**config.mk**
```make
export PLATFORM = sky130hd
export DESIGN_NAME = vending_machine_chg
export DESIGN_NICKNAME = d
export VERILOG_FILES = /design/src/rtl/vm_pkg.sv /design/src/rtl/vm_coin_return.sv /design/src/rtl/vending_machine_chg.sv
export SDC_FILE = /design/constraint.sdc
export NUM_CORES = 1
export LEC_CHECK = 0
export CAP_MARGIN = 20
export CORE_AREA = 2 2 39 41
export CTS_BUF_LIST = sky130_fd_sc_hd__clkbuf_8
export CTS_CLUSTER_SIZE = 12
export DETAILED_ROUTE_END_ITERATION = 10
export DIE_AREA = 0 0 41 43
export HOLD_SLACK_MARGIN = 0.03
export PLACE_DENSITY = 0.9
export SLEW_MARGIN = 40
export SYNTH_ARGS = -nofsm -noshare
export SYNTH_HDL_FRONTEND = slang
export SYNTH_SLANG_ARGS = --single-unit
```
**constraint.sdc**
```tcl
create_clock -name sys_clk -period 7.15 [get_ports sys_clk]
set_input_delay 2.145 -clock sys_clk [delete_from_list [all_inputs] [get_ports sys_clk]]
set_output_delay 2.145 -clock sys_clk [all_outputs]
set_load 0.01 [all_outputs]
```
**src/rtl/vm_pkg.sv**
```systemverilog
// Shared types and constants for the half-yuan vending machine.
package vm_pkg;

  typedef enum logic [2:0] {
    StIdle,
    StCollect,
    StVend,
    StChange,
    StRefund
  } vm_state_e;

  localparam int unsigned HALF_VAL = 1;
  localparam int unsigned ONE_VAL  = 2;

  // Worst case credit is PRICE-1 plus both coins (3), so the register must hold PRICE+2.
  function automatic bit credit_w_ok(input int unsigned price, input int unsigned credit_w);
    longint unsigned cap;
    cap = (64'd1 << credit_w) - 64'd1;
    return (price >= 1) && (cap >= (64'(price) + 64'd2));
  endfunction

endpackage

```
**src/rtl/vm_coin_return.sv**
```systemverilog
// Down-count step and OChange pulse for coins paid back in the CHANGE and REFUND states.
module vm_coin_return
  import vm_pkg::*;
#(
  parameter int unsigned CREDIT_W = 4
) (
  input  logic                active_i,
  input  logic [CREDIT_W-1:0] credit_i,
  output logic                pulse_o,
  output logic [CREDIT_W-1:0] credit_o,
  output logic                last_o
);

  always_comb begin
    pulse_o  = active_i;
    credit_o = credit_i;
    last_o   = 1'b0;
    if (active_i) begin
      credit_o = credit_i - CREDIT_W'(1);
      last_o   = (credit_i <= CREDIT_W'(1));
    end
  end

endmodule

```
**src/rtl/vending_machine_chg.sv**
```systemverilog
// Coin-operated vending machine with refund; define VM_CHANGE_EN to pay back overpayment.
module vending_machine_chg
  import vm_pkg::*;
#(
  parameter int unsigned PRICE    = 5,
  parameter int unsigned CREDIT_W = 4
) (
  input  logic                sys_clk,
  input  logic                sysRstN,
  input  logic                piHalf,
  input  logic                piOne,
  input  logic                piCancel,
  output logic                OCola,
  output logic                OChange,
  output logic [CREDIT_W-1:0] OCredit,
  output logic                OBusy
);

  if (!credit_w_ok(PRICE, CREDIT_W)) begin : g_width_check
    $fatal(1, "vending_machine_chg: CREDIT_W too narrow for PRICE+2");
  end

  localparam int unsigned         SumW     = CREDIT_W + 1;
  localparam logic [SumW-1:0]     PriceExt = SumW'(PRICE);

  vm_state_e           state_q, state_d;
  logic [CREDIT_W-1:0] credit_q, credit_d;
  logic [SumW-1:0]     coin_add, credit_sum;
  logic                ret_active, ret_pulse, ret_last;
  logic [CREDIT_W-1:0] ret_credit;

  always_comb begin
    coin_add   = (piHalf ? SumW'(HALF_VAL) : '0) + (piOne ? SumW'(ONE_VAL) : '0);
    credit_sum = {1'b0, credit_q} + coin_add;
    ret_active = (state_q == StChange) || (state_q == StRefund);
  end

  vm_coin_return #(
    .CREDIT_W(CREDIT_W)
  ) u_coin_return (
    .active_i(ret_active),
    .credit_i(credit_q),
    .pulse_o (ret_pulse),
    .credit_o(ret_credit),
    .last_o  (ret_last)
  );

  always_ff @(posedge sys_clk or negedge sysRstN) begin
    if (!sysRstN) begin
      state_q  <= StIdle;
      credit_q <= '0;
    end else begin
      state_q  <= state_d;
      credit_q <= credit_d;
    end
  end

  always_comb begin
    state_d  = state_q;
    credit_d = credit_q;
    unique case (state_q)
      StIdle: begin
        if (credit_sum >= PriceExt) begin
          state_d  = StVend;
          credit_d = CREDIT_W'(credit_sum - PriceExt);
        end else if (coin_add != '0) begin
          state_d  = StCollect;
          credit_d = credit_sum[CREDIT_W-1:0];
        end
      end
      StCollect: begin
        // Cancel wins over completing the price; same-cycle coins join the refund.
        if (piCancel) begin
          state_d  = StRefund;
          credit_d = credit_sum[CREDIT_W-1:0];
        end else if (credit_sum >= PriceExt) begin
          state_d  = StVend;
          credit_d = CREDIT_W'(credit_sum - PriceExt);
        end else begin
          credit_d = credit_sum[CREDIT_W-1:0];
        end
      end
      StVend: begin
`ifdef VM_CHANGE_EN
        if (credit_q != '0) begin
          state_d = StChange;
        end else begin
          state_d  = StIdle;
          credit_d = '0;
        end
`else
        state_d  = StIdle;
        credit_d = '0;
`endif
      end
      StChange, StRefund: begin
        credit_d = ret_credit;
        if (ret_last) begin
          state_d = StIdle;
        end
      end
      default: begin
        state_d  = StIdle;
        credit_d = '0;
      end
    endcase
  end

  always_comb begin
    OCola   = (state_q == StVend);
    OChange = ret_pulse;
    OBusy   = (state_q == StVend) || (state_q == StChange) || (state_q == StRefund);
    OCredit = credit_q;
  end

endmodule

```
==> flow_summary.ini <==
[sta]
finClkSkew_ns = 0.00416
tns_ns = 0
worstMarginPinSlew_ns = 0.411
slew_headroom_pct = 72.6
fin_crit_sh_pct = 65.8
timing_hold_violations_final = 0
setup_viol = 0
rsz0062_at_grt = false
fmax_mhz = 213
final-max-slew-violation-count = 0
fin_crit_ns = 4.70

[detailed_routing]
dr.pass1.iters = 4
routedWlPerCell_um = 14.2
detailedRoute.firstIterationViolations = 22
ant_nets = 0
vias = 744
drt_wl_total_mm = 1.74
drcViolationCount = 0
routed_via_density = 6.10

[yosys]
ys_ff_latch = 7
synth_edf_count = 0
yosysUniqueCellTypes = 34
syn_area_um2 = 754
synth-seq-area-share_pct = 23.2
syn_inst = 94
async_flop_share_pct = 100
yosysWarnings = 0
syn_nets = 106
yosysTopAreaCell = dfrtp_1
synthTopCellsByArea = dfrtp_1 23%, ha_1 10%, nand2_1 6.0%
syn_avg_cell_area_um2 = 8.03
dominantRegCellSynth = dfrtp_1
yosys.area.top_type_share_pct = 23.2

[min_path]
hold_end = state_q[2]
whs_path_depth = 2
worst_hold_path_type = reg2reg
worstHoldStart = state_q[2]

[global_route]
grt_overflow = 0
antenna_found_initial = 0
grt_pass1_wl_mm = 2.82
grt_usage_pct = 22.7
grt_max_degree = 12
first_global_vias = 660

[finish]
diodes = 0
nNetsFinal = 119
final_cell_mix = 12 x nand2_1, 11 x clkdlybuf4s50_1, 10 x inv_1, 10 x nor2_1, 7 x dfrtp_1
layout.cells.non_filler = 122
fillers = 117
drive_above_1_share_pct = 9.43
syn_to_final_growth_pct = 19.7
final_common_cell = nand2_1

[worst_setup_path]
crit_family = adder cells
crit_type = in2reg
worstSetupStartpointType = primary input
cp.required_ns = 7.25
slowest_delay_ns = 0.55
endpoint_kind = flip-flop
worstReg2RegEnd = OCredit[0]
cpMostUsedCell = ha_1
path_buf_inv = 2
reg2reg_from = OCredit[0]
path_cells = clkdlybuf4s50_1 > ha_1 > fa_1 > inv_1 > ha_1 > or3_1 > a22oi_2 > and2_1 > mux2i_1 > a211oi_2
ff2ff_setup_slack_ns = 4.30
cp.arrival_ns = 4.80
path_max_fanout = 7
slowest_stage = fa_1
reg2reg_depth = 9

[clock_tree]
cts_buffer_depth = 2
cts_buffers = 3
cts.sinks = 7
cts_tree = built
clk_pin_slew_ns = 0.04
clock_latency_ns = 0.22
cts-root-buf = clkbuf_8
h-tree-depth = 1
hold_buffers = 0
post_cts_resized = 0
post_cts_buffers = 0

[place]
gp_congestion = 0.931
portBuffers = 11
dp_cells = 118
hpwl_mm = 1.35

[floorplanning]
start_util_pct = 54.5
ios = 12
die_area_mm2 = 0.00176
core.rowCount = 14
core_mm2 = 0.00138
die_h_um = 43
die_w_um = 41

[outcome]
outcome = completed

[power]
p_per_area_mw_per_mm2 = 530
combPwrFrac_pct = 68.7
p_sw_mw = 0.231
clkPwrFrac_pct = 11.3
leakagePower_nw = 0.421
ir_worst_vdd_uv = 253
p_seq_share_pct = 20.1
p_int_mw = 0.248
swShare_pct = 48.1

[run]
drv_cap = 0
power by group through the flow:
stage / Combinational, mW / Clock [mW] / Sequential (mW)
2_1_floorplan: 0.267 / 0 / 0.0821
3_3_place_gp: 0.316 / 0 / 0.0950
3_5_place_dp: 0.326 / 0 / 0.0958
4_1_cts: 0.328 / 0.0555 / 0.0955
5_1_grt: 0.370 / 0.0574 / 0.0998
6_report: 0.329 / 0.0541 / 0.0961
routing by layer:
layer	share of wire, %	routed length, µm	track usage (%)	up-vias
li1	-	-	-	361
met1	42	733	31.2	344
met2	48	841	35.6	34
met3	6.6	115	4.19	5
met4	2.6	45	5.33	0
met5	0	0	0	-
worst max-delay path by stage:
stage / endpoint / depth (start not counted) / start / slack, ns
6_report: OCredit[0] / 10 / piHalf / 2.45
5_1_grt: OCredit[0] / 10 / piHalf / 2.27
4_1_cts: OCredit[0] / 10 / piHalf / 2.46
3_5_place_dp: OCredit[0] / 10 / piHalf / 2.24
3_3_place_gp: OCredit[0] / 10 / piHalf / 2.31
2_1_floorplan: OCredit[0] / 10 / piHalf / 2.90
Yosys cell counts, types with 2 or more instances:
master / count
nor2b_1: 2
dfrtp_1: 7
nor2_1: 10
a22oi_2: 2
a21oi_1: 2
a31oi_1: 3
buf_4: 2
o211ai_1: 3
nand3_1: 3
o22ai_1: 2
inv_1: 9
o21ai_0: 3
a221o_1: 2
nand2_1: 12
mux2i_1: 3
and2_1: 3
nor3_1: 4
ha_1: 6
worst register-to-register path: stages (launching register included):
cell,delay (ns)
dfrtp_1,0.47
ha_1,0.27
fa_1,0.55
inv_1,0.08
ha_1,0.20
or3_1,0.32
a22oi_2,0.20
and2_1,0.31
mux2i_1,0.28
a211oi_2,0.05
per-stage QoR:
step	worst slack, ns	utilization (%)	power [mW]	hold WS [ns]	area [µm²]
CTS	2.46	65.3	0.479	0.641	903
global placement	2.31	62.0	0.411	0.619	858
detailed placement	2.24	62.0	0.422	0.628	858
floorplan	2.90	-	0.349	0.541	754
global route	2.27	65.3	0.527	0.688	903
finish	2.45	65.3	0.479	0.645	903
logic make-up (layout without fill, tap and decap cells):
kind of cell    Yosys count  after routing  synth area share [%]
simple gates             38             38                  23.1
fa+ha+maj                 7              7                  12.6
xor+xnor                  2              2                  3.32
buf+inv                  13             25                  8.46
mux                       3              3                  3.98
compound gates           24             24                  25.4
flops                     7              7                  23.2
flip-flops by register name (all words and copies together) (netlist names):
name	cells
state_q	3
OCredit	4
final cells by class:
class                           count  area [µm²]  share of cell area (%)
Clock inverter                      1        3.75                   0.416
Multi-Input combinational cell     74         515                    57.1
Timing Repair Buffer               11         110                    12.2
Sequential cell                     7         175                    19.4
Tap cell                           16        20.0                    2.22
Inverter                           10        37.5                    4.16
Clock buffer                        3        41.3                    4.57
Note: power is estimated with default switching activity, not from simulation.
==> patch (same settings) <==
`CREDIT_W` is set to 4 in 2 places; all go to 3.
--- a/src/rtl/vm_coin_return.sv
+++ b/src/rtl/vm_coin_return.sv
@@ -2,7 +2,7 @@
 module vm_coin_return
   import vm_pkg::*;
 #(
-  parameter int unsigned CREDIT_W = 4
+  parameter int unsigned CREDIT_W = 3
 ) (
   input  logic                active_i,
   input  logic [CREDIT_W-1:0] credit_i,
--- a/src/rtl/vending_machine_chg.sv
+++ b/src/rtl/vending_machine_chg.sv
@@ -3,7 +3,7 @@
   import vm_pkg::*;
 #(
   parameter int unsigned PRICE    = 5,
-  parameter int unsigned CREDIT_W = 4
+  parameter int unsigned CREDIT_W = 3
 ) (
   input  logic                sys_clk,
   input  logic                sysRstN,
Interface: changed (resized OCredit); port bits go from 12 to 11. The function was not compared with the original's and may differ.
==> patch against the unedited design <==
- largest power group unchanged
- sequential power down 3.1%
- critical path type unchanged
- core utilization down 6.5 points
- global-route usage down 0.42 points
- synthesized area down 10%
- critical endpoint is now state_q[0]
- non-clock buffer count down 1
- worst hold slack better by 0.019 ns
- final area down 10%
- worst setup slack better by 0.19 ns
- register-to-register slack better by 0.17 ns
- routed wire length up 3.0%
- sequential cell count down 1
- total power down 4.6%
==> patch: results (changes against the unedited design) <==
status finished, final reports clean; Peak supply drop 233.3 uV (-7.9%); largest cells by area after synthesis dfrtp_1 (22%), ha_1 (11%), inv_1 (4.4%); LEAKAGE 0.0003453 uW (-18%); initial drt markers 33 (+50%); # Post-CTS Setup Buffers 0 (unchanged); ANT cells 0 (unchanged); total global-route track usage 0.2230 (-0.004173); clock tree root buffer cell clkbuf_8; sequential fraction of the synthesis area 0.2222 (-0.009950); Final GP Congestion 0.8853 (-4.9%); Syn Nets 89 (-16%); Area after DPL 772.0 um2 (-10%); Detailed Route WL 1788 um (+3.0%); hpwl dp 1257 um (-7.0%); Port Buf Inserts 10 (-1); worst hold-check path type reg2reg; DRT Pass-1 Iters 5 (+1); Slew HR 0.7180 (-0.008155); Crit. Startpoint piHalf; clk_lat worst skew 0.23 ns; vias post-DR 700 (-5.9%); CTS H-tree depth 1 (unchanged); clk_skew 0.003825 ns (-0.0003313 ns); first-pass GRT wire length 2677 um (-5.1%); Worst Path Max Fanout 6 (-1); YS warnings 0 (unchanged); hold_sp state_q[1]; initial antenna violation count 0 (unchanged); synth cell count leaders inv_1 (8), dfrtp_1 (6), ha_1 (6); Synth async-reset ratio 1.000 (unchanged); largest net degree at the start of global routing 14 (+2); DP Worst Slack 2.411 ns (+0.1671 ns); number of global-route vias before repair 631 (-4.4%); CTS buffer count 3 (unchanged); Clock Path Buffers 2 (unchanged); post-CTS sizing 0 (unchanged); CP arrival 4.63 ns (-0.17 ns); fillcell total 118 (+0.85%); Clock transition at path regs 0.04 ns (about the same); proportion of layout cells with a drive suffix above 1 0.1149 (+0.02060); worst r2r src OCredit[0]; Nets 101 (-15%); Netlist cell types 41 (+21%)
## patch: cell types whose count changed in the layout (fill, tap and decap cells not counted), moves of 3 or more
cell	unedited run	this run
nand2_1	12	5
nand3_1	3	0
nor2_1	10	4
and2_1	3	0
## patch: kinds of logic after synthesis
kind of cell | synth area share
compound gates | 0.3222
xor+xnor | 0.01297
fa+ha+maj | 0.1407
buf+inv | 0.07963
flops | 0.2222
mux | 0.01482
simple gates | 0.2074
## patch: cell type report
cell class	count	area, um2	share of cell area
multi-input cells	60	471.7	0.5800
flip-flops and latches	6	150.1	0.1846
repair buffers	10	100.1	0.1231
clock buffers	3	41.29	0.05077
inverters	8	30.03	0.03692
well taps	16	20.02	0.02462
## patch: final timing paths
check                      cells after the start          to  slack, ns
max in group asynchronous                      1  state_q[1]       4.75
min                                            1  state_q[2]       0.66
max                                            9  state_q[0]       2.63
min in group asynchronous                      1  state_q[0]       2.17
min reg2reg                                    1  state_q[2]       0.66
max reg2reg                                    8  state_q[0]       4.47
## patch: stage by stage
step	util	hold slack, ns	std cells
floorplan	-	0.5401	77
global placement	0.5579	0.6611	100
detailed placement	0.5579	0.6470	100
CTS	0.5877	0.6550	103
global route	0.5877	0.6981	103
finish	0.5877	0.6645	103
## patch: power by group
part           internal (uW)  total (uW)  switching, uW
logic                    152         311            159
clock network           36.3        52.7           16.4
registers               52.3        93.1           40.9
## patch: metal layers
layer	wire [um]	track usage	part of all wire
met5	0	0	0
met4	119	0.1467	0.067
met3	126	0.03141	0.070
met2	855	0.3781	0.48
met1	686	0.2353	0.38
## patch: critical path, stage by stage
cell,delay [ns]
clkdlybuf4s50_1,0.48
ha_1,0.21
inv_1,0.07
fa_1,0.59
ha_1,0.24
and2b_1,0.19
o221ai_2,0.19
or2_4,0.31
a22o_1,0.20
